`config.mk`:
```
export PLATFORM = sky130hd
export DESIGN_NAME = bb_uart_frame_rx
export DESIGN_NICKNAME = d
export VERILOG_FILES = /design/src/rtl/bb_uart_frame_rx.sv
export SDC_FILE = /design/constraint.sdc
export NUM_CORES = 1
export LEC_CHECK = 0
export BUFFER_PORTS_ARGS = -buffer_cell sky130_fd_sc_hd__buf_2
export CORE_ASPECT_RATIO = 0.75
export CORE_MARGIN = 8
export CORE_UTILIZATION = 60
export DETAILED_ROUTE_END_ITERATION = 16
export PLACE_DENSITY = 0.86
export SLEW_MARGIN = 10
export SYNTH_ARGS = -nofsm -noshare
export SYNTH_HDL_FRONTEND = slang
export SYNTH_SLANG_ARGS = --single-unit
```
`constraint.sdc`:
```
create_clock -name clk -period 2.2 [get_ports clk]
set_clock_uncertainty 0.1 [all_clocks]
set_input_delay 0.22 -clock clk [delete_from_list [all_inputs] [get_ports clk]]
set_output_delay 0.22 -clock clk [all_outputs]
set_load 0.05 [all_outputs]
```
`src/rtl/bb_uart_frame_rx.sv`:
```
`default_nettype none
// ============================================================================
// Module   : bb_uart_frame_rx
// Brief    : 8N1 UART receiver that assembles bus-bridge request frames and
//            presents them on a valid/ready handshake with error pulses.
// Revision : 1.0 - initial release
// ============================================================================
module bb_uart_frame_rx #(
    parameter int ADDR_WIDTH            = 16,
    parameter int DATA_WIDTH            = 8,
    parameter int UART_CLOCKS_PER_PULSE = 5208,
    parameter int GAP_TIMEOUT_BITS      = 20
) (
    input  logic                  clk,
    input  logic                  rstn,
    input  logic                  u_rx,
    output logic                  frame_valid,
    input  logic                  frame_ready,
    output logic                  frame_write,
    output logic [ADDR_WIDTH-1:0] frame_addr,
    output logic [DATA_WIDTH-1:0] frame_data,
    output logic                  err_hdr,
    output logic                  err_frame,
    output logic                  err_timeout,
    output logic                  err_overflow
);

    localparam int c_na      = ADDR_WIDTH / 8;
    localparam int c_cnt_w   = $clog2(UART_CLOCKS_PER_PULSE);
    localparam int c_gap_max = GAP_TIMEOUT_BITS * UART_CLOCKS_PER_PULSE;
    localparam int c_gap_w   = $clog2(c_gap_max);
    localparam int c_idx_w   = (c_na > 1) ? $clog2(c_na) : 1;

    localparam logic [c_cnt_w-1:0] c_half_m1  = c_cnt_w'(UART_CLOCKS_PER_PULSE / 2 - 1);
    localparam logic [c_cnt_w-1:0] c_full_m1  = c_cnt_w'(UART_CLOCKS_PER_PULSE - 1);
    localparam logic [c_gap_w-1:0] c_gap_m1   = c_gap_w'(c_gap_max - 1);
    localparam logic [c_idx_w-1:0] c_idx_last = c_idx_w'(c_na - 1);
    localparam logic [7:0]         c_hdr_wr   = 8'hA5;
    localparam logic [7:0]         c_hdr_rd   = 8'h5A;

    localparam logic [2:0] c_bit_idle  = 3'd0;
    localparam logic [2:0] c_bit_start = 3'd1;
    localparam logic [2:0] c_bit_data  = 3'd2;
    localparam logic [2:0] c_bit_stop  = 3'd3;
    localparam logic [2:0] c_bit_brk   = 3'd4;

    localparam logic [1:0] c_frm_hdr  = 2'd0;
    localparam logic [1:0] c_frm_addr = 2'd1;
    localparam logic [1:0] c_frm_data = 2'd2;

    logic                  r_rx_meta, r_rxs;
    logic [2:0]            r_bit_state;
    logic [c_cnt_w-1:0]    r_cnt;
    logic [2:0]            r_bit_idx;
    logic [7:0]            r_shift;
    logic                  r_byte_valid;
    logic                  r_err_frame;

    logic [1:0]            r_frm_state;
    logic [c_idx_w-1:0]    r_idx;
    logic                  r_req_write;
    logic [ADDR_WIDTH-1:0] r_addr_acc;
    logic [c_gap_w-1:0]    r_gap;
    logic                  r_frame_valid, r_frame_write;
    logic [ADDR_WIDTH-1:0] r_frame_addr;
    logic [DATA_WIDTH-1:0] r_frame_data;
    logic                  r_err_hdr, r_err_timeout, r_err_overflow;

    logic                  w_start_det;
    logic [ADDR_WIDTH-1:0] w_addr_next;
    logic                  w_complete;

    assign w_start_det = (r_bit_state == c_bit_idle) && !r_rxs;
    assign w_addr_next = (r_addr_acc << 8) | ADDR_WIDTH'(r_shift);
    assign w_complete  = r_byte_valid &&
                         ((r_frm_state == c_frm_data) ||
                          (r_frm_state == c_frm_addr && r_idx == c_idx_last && !r_req_write));

    always_ff @(posedge clk or negedge rstn) begin
        if (!rstn) begin
            r_rx_meta <= 1'b1;
            r_rxs     <= 1'b1;
        end else begin
            r_rx_meta <= u_rx;
            r_rxs     <= r_rx_meta;
        end
    end

    // Bit-level receiver: samples mid-bit, LSB first.
    always_ff @(posedge clk or negedge rstn) begin
        if (!rstn) begin
            r_bit_state  <= c_bit_idle;
            r_cnt        <= '0;
            r_bit_idx    <= '0;
            r_shift      <= '0;
            r_byte_valid <= 1'b0;
            r_err_frame  <= 1'b0;
        end else begin
            r_byte_valid <= 1'b0;
            r_err_frame  <= 1'b0;
            case (r_bit_state)
                c_bit_idle: begin
                    r_cnt <= '0;
                    if (!r_rxs) r_bit_state <= c_bit_start;
                end
                c_bit_start: begin
                    if (r_cnt == c_half_m1) begin
                        r_cnt       <= '0;
                        r_bit_idx   <= '0;
                        r_bit_state <= r_rxs ? c_bit_idle : c_bit_data;
                    end else begin
                        r_cnt <= r_cnt + 1'b1;
                    end
                end
                c_bit_data: begin
                    if (r_cnt == c_full_m1) begin
                        r_cnt   <= '0;
                        r_shift <= {r_rxs, r_shift[7:1]};
                        if (r_bit_idx == 3'd7) r_bit_state <= c_bit_stop;
                        else                   r_bit_idx   <= r_bit_idx + 1'b1;
                    end else begin
                        r_cnt <= r_cnt + 1'b1;
                    end
                end
                c_bit_stop: begin
                    if (r_cnt == c_full_m1) begin
                        r_cnt <= '0;
                        if (r_rxs) begin
                            r_byte_valid <= 1'b1;
                            r_bit_state  <= c_bit_idle;
                        end else begin
                            r_err_frame <= 1'b1;
                            r_bit_state <= c_bit_brk;
                        end
                    end else begin
                        r_cnt <= r_cnt + 1'b1;
                    end
                end
                c_bit_brk: begin
                    // Line held low after a bad stop bit; resync on the next high.
                    if (r_rxs) r_bit_state <= c_bit_idle;
                end
                default: r_bit_state <= c_bit_idle;
            endcase
        end
    end

    always_ff @(posedge clk or negedge rstn) begin
        if (!rstn) begin
            r_frm_state    <= c_frm_hdr;
            r_idx          <= '0;
            r_req_write    <= 1'b0;
            r_addr_acc     <= '0;
            r_gap          <= '0;
            r_frame_valid  <= 1'b0;
            r_frame_write  <= 1'b0;
            r_frame_addr   <= '0;
            r_frame_data   <= '0;
            r_err_hdr      <= 1'b0;
            r_err_timeout  <= 1'b0;
            r_err_overflow <= 1'b0;
        end else begin
            r_err_hdr      <= 1'b0;
            r_err_timeout  <= 1'b0;
            r_err_overflow <= 1'b0;

            if (r_frame_valid && frame_ready) r_frame_valid <= 1'b0;

            // Acceptance on this edge frees the slot, so a coincident completion loads.
            if (w_complete) begin
                if (r_frame_valid && !frame_ready) begin
                    r_err_overflow <= 1'b1;
                end else begin
                    r_frame_valid <= 1'b1;
                    r_frame_write <= r_req_write;
                    r_frame_addr  <= (r_frm_state == c_frm_data) ? r_addr_acc : w_addr_next;
                    r_frame_data  <= (r_frm_state == c_frm_data) ? DATA_WIDTH'(r_shift) : '0;
                end
            end

            if (r_err_frame) begin
                r_frm_state <= c_frm_hdr;
                r_gap       <= '0;
            end else if (r_byte_valid) begin
                r_gap <= '0;
                case (r_frm_state)
                    c_frm_hdr: begin
                        r_idx      <= '0;
                        r_addr_acc <= '0;
                        if (r_shift == c_hdr_wr) begin
                            r_req_write <= 1'b1;
                            r_frm_state <= c_frm_addr;
                        end else if (r_shift == c_hdr_rd) begin
                            r_req_write <= 1'b0;
                            r_frm_state <= c_frm_addr;
                        end else begin
                            r_err_hdr <= 1'b1;
                        end
                    end
                    c_frm_addr: begin
                        r_addr_acc <= w_addr_next;
                        if (r_idx == c_idx_last)
                            r_frm_state <= r_req_write ? c_frm_data : c_frm_hdr;
                        else
                            r_idx <= r_idx + 1'b1;
                    end
                    default: r_frm_state <= c_frm_hdr;
                endcase
            end else if (r_frm_state != c_frm_hdr && r_bit_state == c_bit_idle && !w_start_det) begin
                if (r_gap == c_gap_m1) begin
                    r_err_timeout <= 1'b1;
                    r_frm_state   <= c_frm_hdr;
                    r_gap         <= '0;
                end else begin
                    r_gap <= r_gap + 1'b1;
                end
            end else begin
                r_gap <= '0;
            end
        end
    end

    assign frame_valid  = r_frame_valid;
    assign frame_write  = r_frame_write;
    assign frame_addr   = r_frame_addr;
    assign frame_data   = r_frame_data;
    assign err_hdr      = r_err_hdr;
    assign err_frame    = r_err_frame;
    assign err_timeout  = r_err_timeout;
    assign err_overflow = r_err_overflow;

endmodule
`default_nettype wire
```
==> impl_metrics.toml <==
[outcome]
status = "completed"

[worst_setup_path]
r2r-end = "r_shift[6]"
rrSetupSlack_ps = 100
critPathKind = "flop to flop"
critPathMaxFanout = 9
critPathArrivalTime_ps = 2250
timing.critical_path.required_ps = 2350
timing.critical_path.to_type = "flop"
worst_setup_path_start_kind = "flop"
r2r.worst_path.cells = 5
worst_r2r_startpoint = "r_cnt[3]"

[detailed_routing]
routedLengthMet1_um = 4390
detailroute.wirelength.met3_um = 831
drc = 0
top_layer_used = "met4"
met2_wirelength_um = 4230
dr.first_iter.drc_count = 292
post_drt_wl_per_cell_um = 15.9
route.final.wire_length_um = 9530
final_antenna_net_count = 0
via_count = 3526
route.detailed.vias_per_inst = 5.90
drt_first_pass_iters = 5

[final_layout]
seq_area_mm2 = 0.00243
antenna_cells = 0
nFillCells = 563
multi_input_comb_area_mm2 = 0.00199
num-nets-final = 500
drive_gt1_frac = 0.171
synthToLayoutAreaGrowth_pct = 12.3

[yosys]
mappedNetlistArea_mm2 = 0.00458
yosys.area_share.xor_xnor = 0.0210
post_synth_adder_cell_area = 0.0109
synth_edf_count = 0
yosys_most_used_dff = "sky130_fd_sc_hd__dfrtp_1"
synth_seq_area_share = 0.530
ys_ff_latch = 97
yosys.cell_types.count = 54
synth_top_family_by_area = "simple AND/OR/NAND/NOR gates"
synth-warning-count = 0
postSynthAreaPerCell_um2 = 10.0
compound_gate_portion_of_the_synthesized_area = 0.117
synth_fp_nets = 465
asyncSetResetFlopFracSynth = 1.00
synthCells = 457
synthSimpleGateAreaFrac = 0.222
share_of_synthesized_area_spent_on_multiplexers = 0.0642

[clocking]
clkSlewWorstSetupHoldPaths_ps = 110
tritoncts_clock_tree = "built"
h_tree_levels = 3
clk_root_buffer_cell = "sky130_fd_sc_hd__clkbuf_8"
clock-sinks = 97
cts_inserted_buffers = 9
number_of_buffers_between_clock_root_and_the_deepest_sink = 2
insertion_delay_ps = 380

[floorplan]
count_of_pins_on_the_block_boundary = 34
initial_utilization = 0.622
die_height_um = 91.7
fp-row-count = 27
core_mm2 = 0.00736
die_width_um = 117
die_area_mm2 = 0.0107

[placement]
buffer_ports.inserted = 33
dpl.hpwl_um = 6740
finalWeightedCongestion = 0.846

[worst_hold_path]
min_path_type = "input pin to flop"
worst_min_delay_path_startpoint = "frame_ready"
holdPathEnd = "err_overflow"
min_delay_path_depth = 3

[sta]
final_hold_viols = 0
timing_max_transition_violations_final = 0
finalSetupViolations = 0
setup_total_negative_slack_ps = 0
timing_worst_slew_pin_value_ps = 521
max_freq_mhz = 477
max_slew_margin = 0.649
post-route-period-util = 0.953
fin_crit_ps = 2100
grt_setup_unrepaired = "false"
min_hold_slack_ps = 79.4

[pwr]
cellLeakagePower_nw = 2.29
worst_ir_drop_vdd_mv = 0.328
powerDensity_mw_per_mm2 = 601

[global_routing]
antenna_found_initial = 0
global_route_wire_length_before_repair_um = 16200
grt_use_total = 0.188
globalRouteOverflowTotal = 0
grt_pass1_vias = 3243
grt_start_max_net_pins = 50

[job]
drv_cap = 0
synthesized netlist by cell type (3+ instances only):
library cell	instances	area share
sky130_fd_sc_hd__or4_1	3	0.0049
sky130_fd_sc_hd__or3_1	11	0.015
sky130_fd_sc_hd__clkbuf_1	16	0.013
sky130_fd_sc_hd__nor3_1	3	0.0033
sky130_fd_sc_hd__mux2i_1	17	0.037
sky130_fd_sc_hd__o21ai_0	53	0.058
sky130_fd_sc_hd__inv_1	7	0.0057
sky130_fd_sc_hd__nor4_1	3	0.0041
sky130_fd_sc_hd__nand4_1	11	0.015
sky130_fd_sc_hd__o211ai_1	11	0.018
sky130_fd_sc_hd__mux2_2	11	0.027
sky130_fd_sc_hd__a21oi_1	8	0.0087
sky130_fd_sc_hd__nor2_1	24	0.020
sky130_fd_sc_hd__and2_1	3	0.0041
sky130_fd_sc_hd__ha_1	4	0.011
sky130_fd_sc_hd__nor2b_1	3	0.0041
sky130_fd_sc_hd__o311ai_1	3	0.0057
sky130_fd_sc_hd__buf_2	5	0.0055
sky130_fd_sc_hd__xor2_1	9	0.017
sky130_fd_sc_hd__nand2b_1	6	0.0082
sky130_fd_sc_hd__nand3_1	12	0.013
sky130_fd_sc_hd__dfrtp_1	95	0.52
sky130_fd_sc_hd__nand2_1	92	0.075
sky130_fd_sc_hd__nor4bb_1	7	0.015
cell families after synthesis:
group	after synthesis
AOI/OAI and AO/OA	90
xor gates and xnor gates	11
adders and majority gates	4
buffers and inverters	33
DFF	97
muxes	28
and+or+nand+nor	194
worst max path at each step:
stage / from / endpoint / slack (ps) / cells after the start
4_1_cts: r_cnt[0] / r_shift[6] / 70 / 5
2_1_floorplan: r_cnt[0] / r_shift[0] / 270 / 5
5_1_grt: r_cnt[0] / r_shift[6] / 7 / 6
3_3_place_gp: r_cnt[0] / r_shift[5] / 150 / 5
6_report: r_cnt[3] / r_shift[6] / 100 / 5
3_5_place_dp: r_cnt[0] / r_shift[6] / 80 / 5
power breakdown:
group          internal, mW  switching [mW]  total [mW]
sequential             1.78         0.00169        1.79
clock                 0.563           0.697        1.26
combinational        0.0104          0.0364      0.0469
total                  2.36           0.735        3.09
sequential cells by signal, indices dropped and copies added (netlist names), 2 cells and up:
name / count
r_addr_acc: 16
r_shift: 8
r_frm_state: 2
frame_data: 8
r_bit_idx: 3
r_cnt: 13
frame_addr: 16
r_bit_state: 3
r_gap: 17
cell type report:
type,instances,area share
clock buffer,9,0.0241
clock inverter,7,0.0187
inverter,7,0.00511
multi-input combinational,327,0.387
sequential,97,0.472
tap,101,0.0246
timing repair buffer,50,0.0681
stage by stage:
| step | total power, mW | cell area, um2 | setup WS (ps) | cells | util |
|---|---|---|---|---|---|
| after floorplan | 1.82 | 4580 | 274 | 457 | - |
| after CTS | 3.11 | 5130 | 67.6 | 597 | 0.696 |
| after global routing | 3.19 | 5150 | 7.45 | 598 | 0.699 |
| final | 3.09 | 5150 | 103 | 598 | 0.699 |
| after detailed placement | 1.87 | 4890 | 83.7 | 579 | 0.663 |
| after global placement | 1.87 | 4890 | 146 | 579 | 0.663 |
cells in the final DEF (no fill, tap or decap), types with 12 or more instances in the layout:
cell	netlist	final
sky130_fd_sc_hd__nand2_1	92	92
sky130_fd_sc_hd__o21ai_0	53	53
sky130_fd_sc_hd__nand3_1	12	12
sky130_fd_sc_hd__buf_4	1	12
sky130_fd_sc_hd__buf_2	5	32
sky130_fd_sc_hd__mux2i_1	17	17
sky130_fd_sc_hd__nor2_1	24	24
sky130_fd_sc_hd__dfrtp_1	95	95
worst max-delay path, cell delays in order, from the launching register on:
cell	delay (ps)
sky130_fd_sc_hd__dfrtp_1	500
sky130_fd_sc_hd__nor4b_4	390
sky130_fd_sc_hd__nand3_1	240
sky130_fd_sc_hd__nor3_4	270
sky130_fd_sc_hd__buf_12	150
sky130_fd_sc_hd__mux2_2	330
layer usage:
layer	up-vias	GRT usage
li1	1679	-
met1	1715	0.275
met2	125	0.272
met3	7	0.0491
met4	0	0.0499
met5	-	0
timing repair:
item / CTS / global route
buffers inserted: 0 / 1
resized for setup: 0 / 0
hold buffers: 2 / 0
hold endpoints to repair: 34 / 0
endpoints found under the setup margin: 0 / 8
No activity file was read; power rests on OpenSTA's default activity.
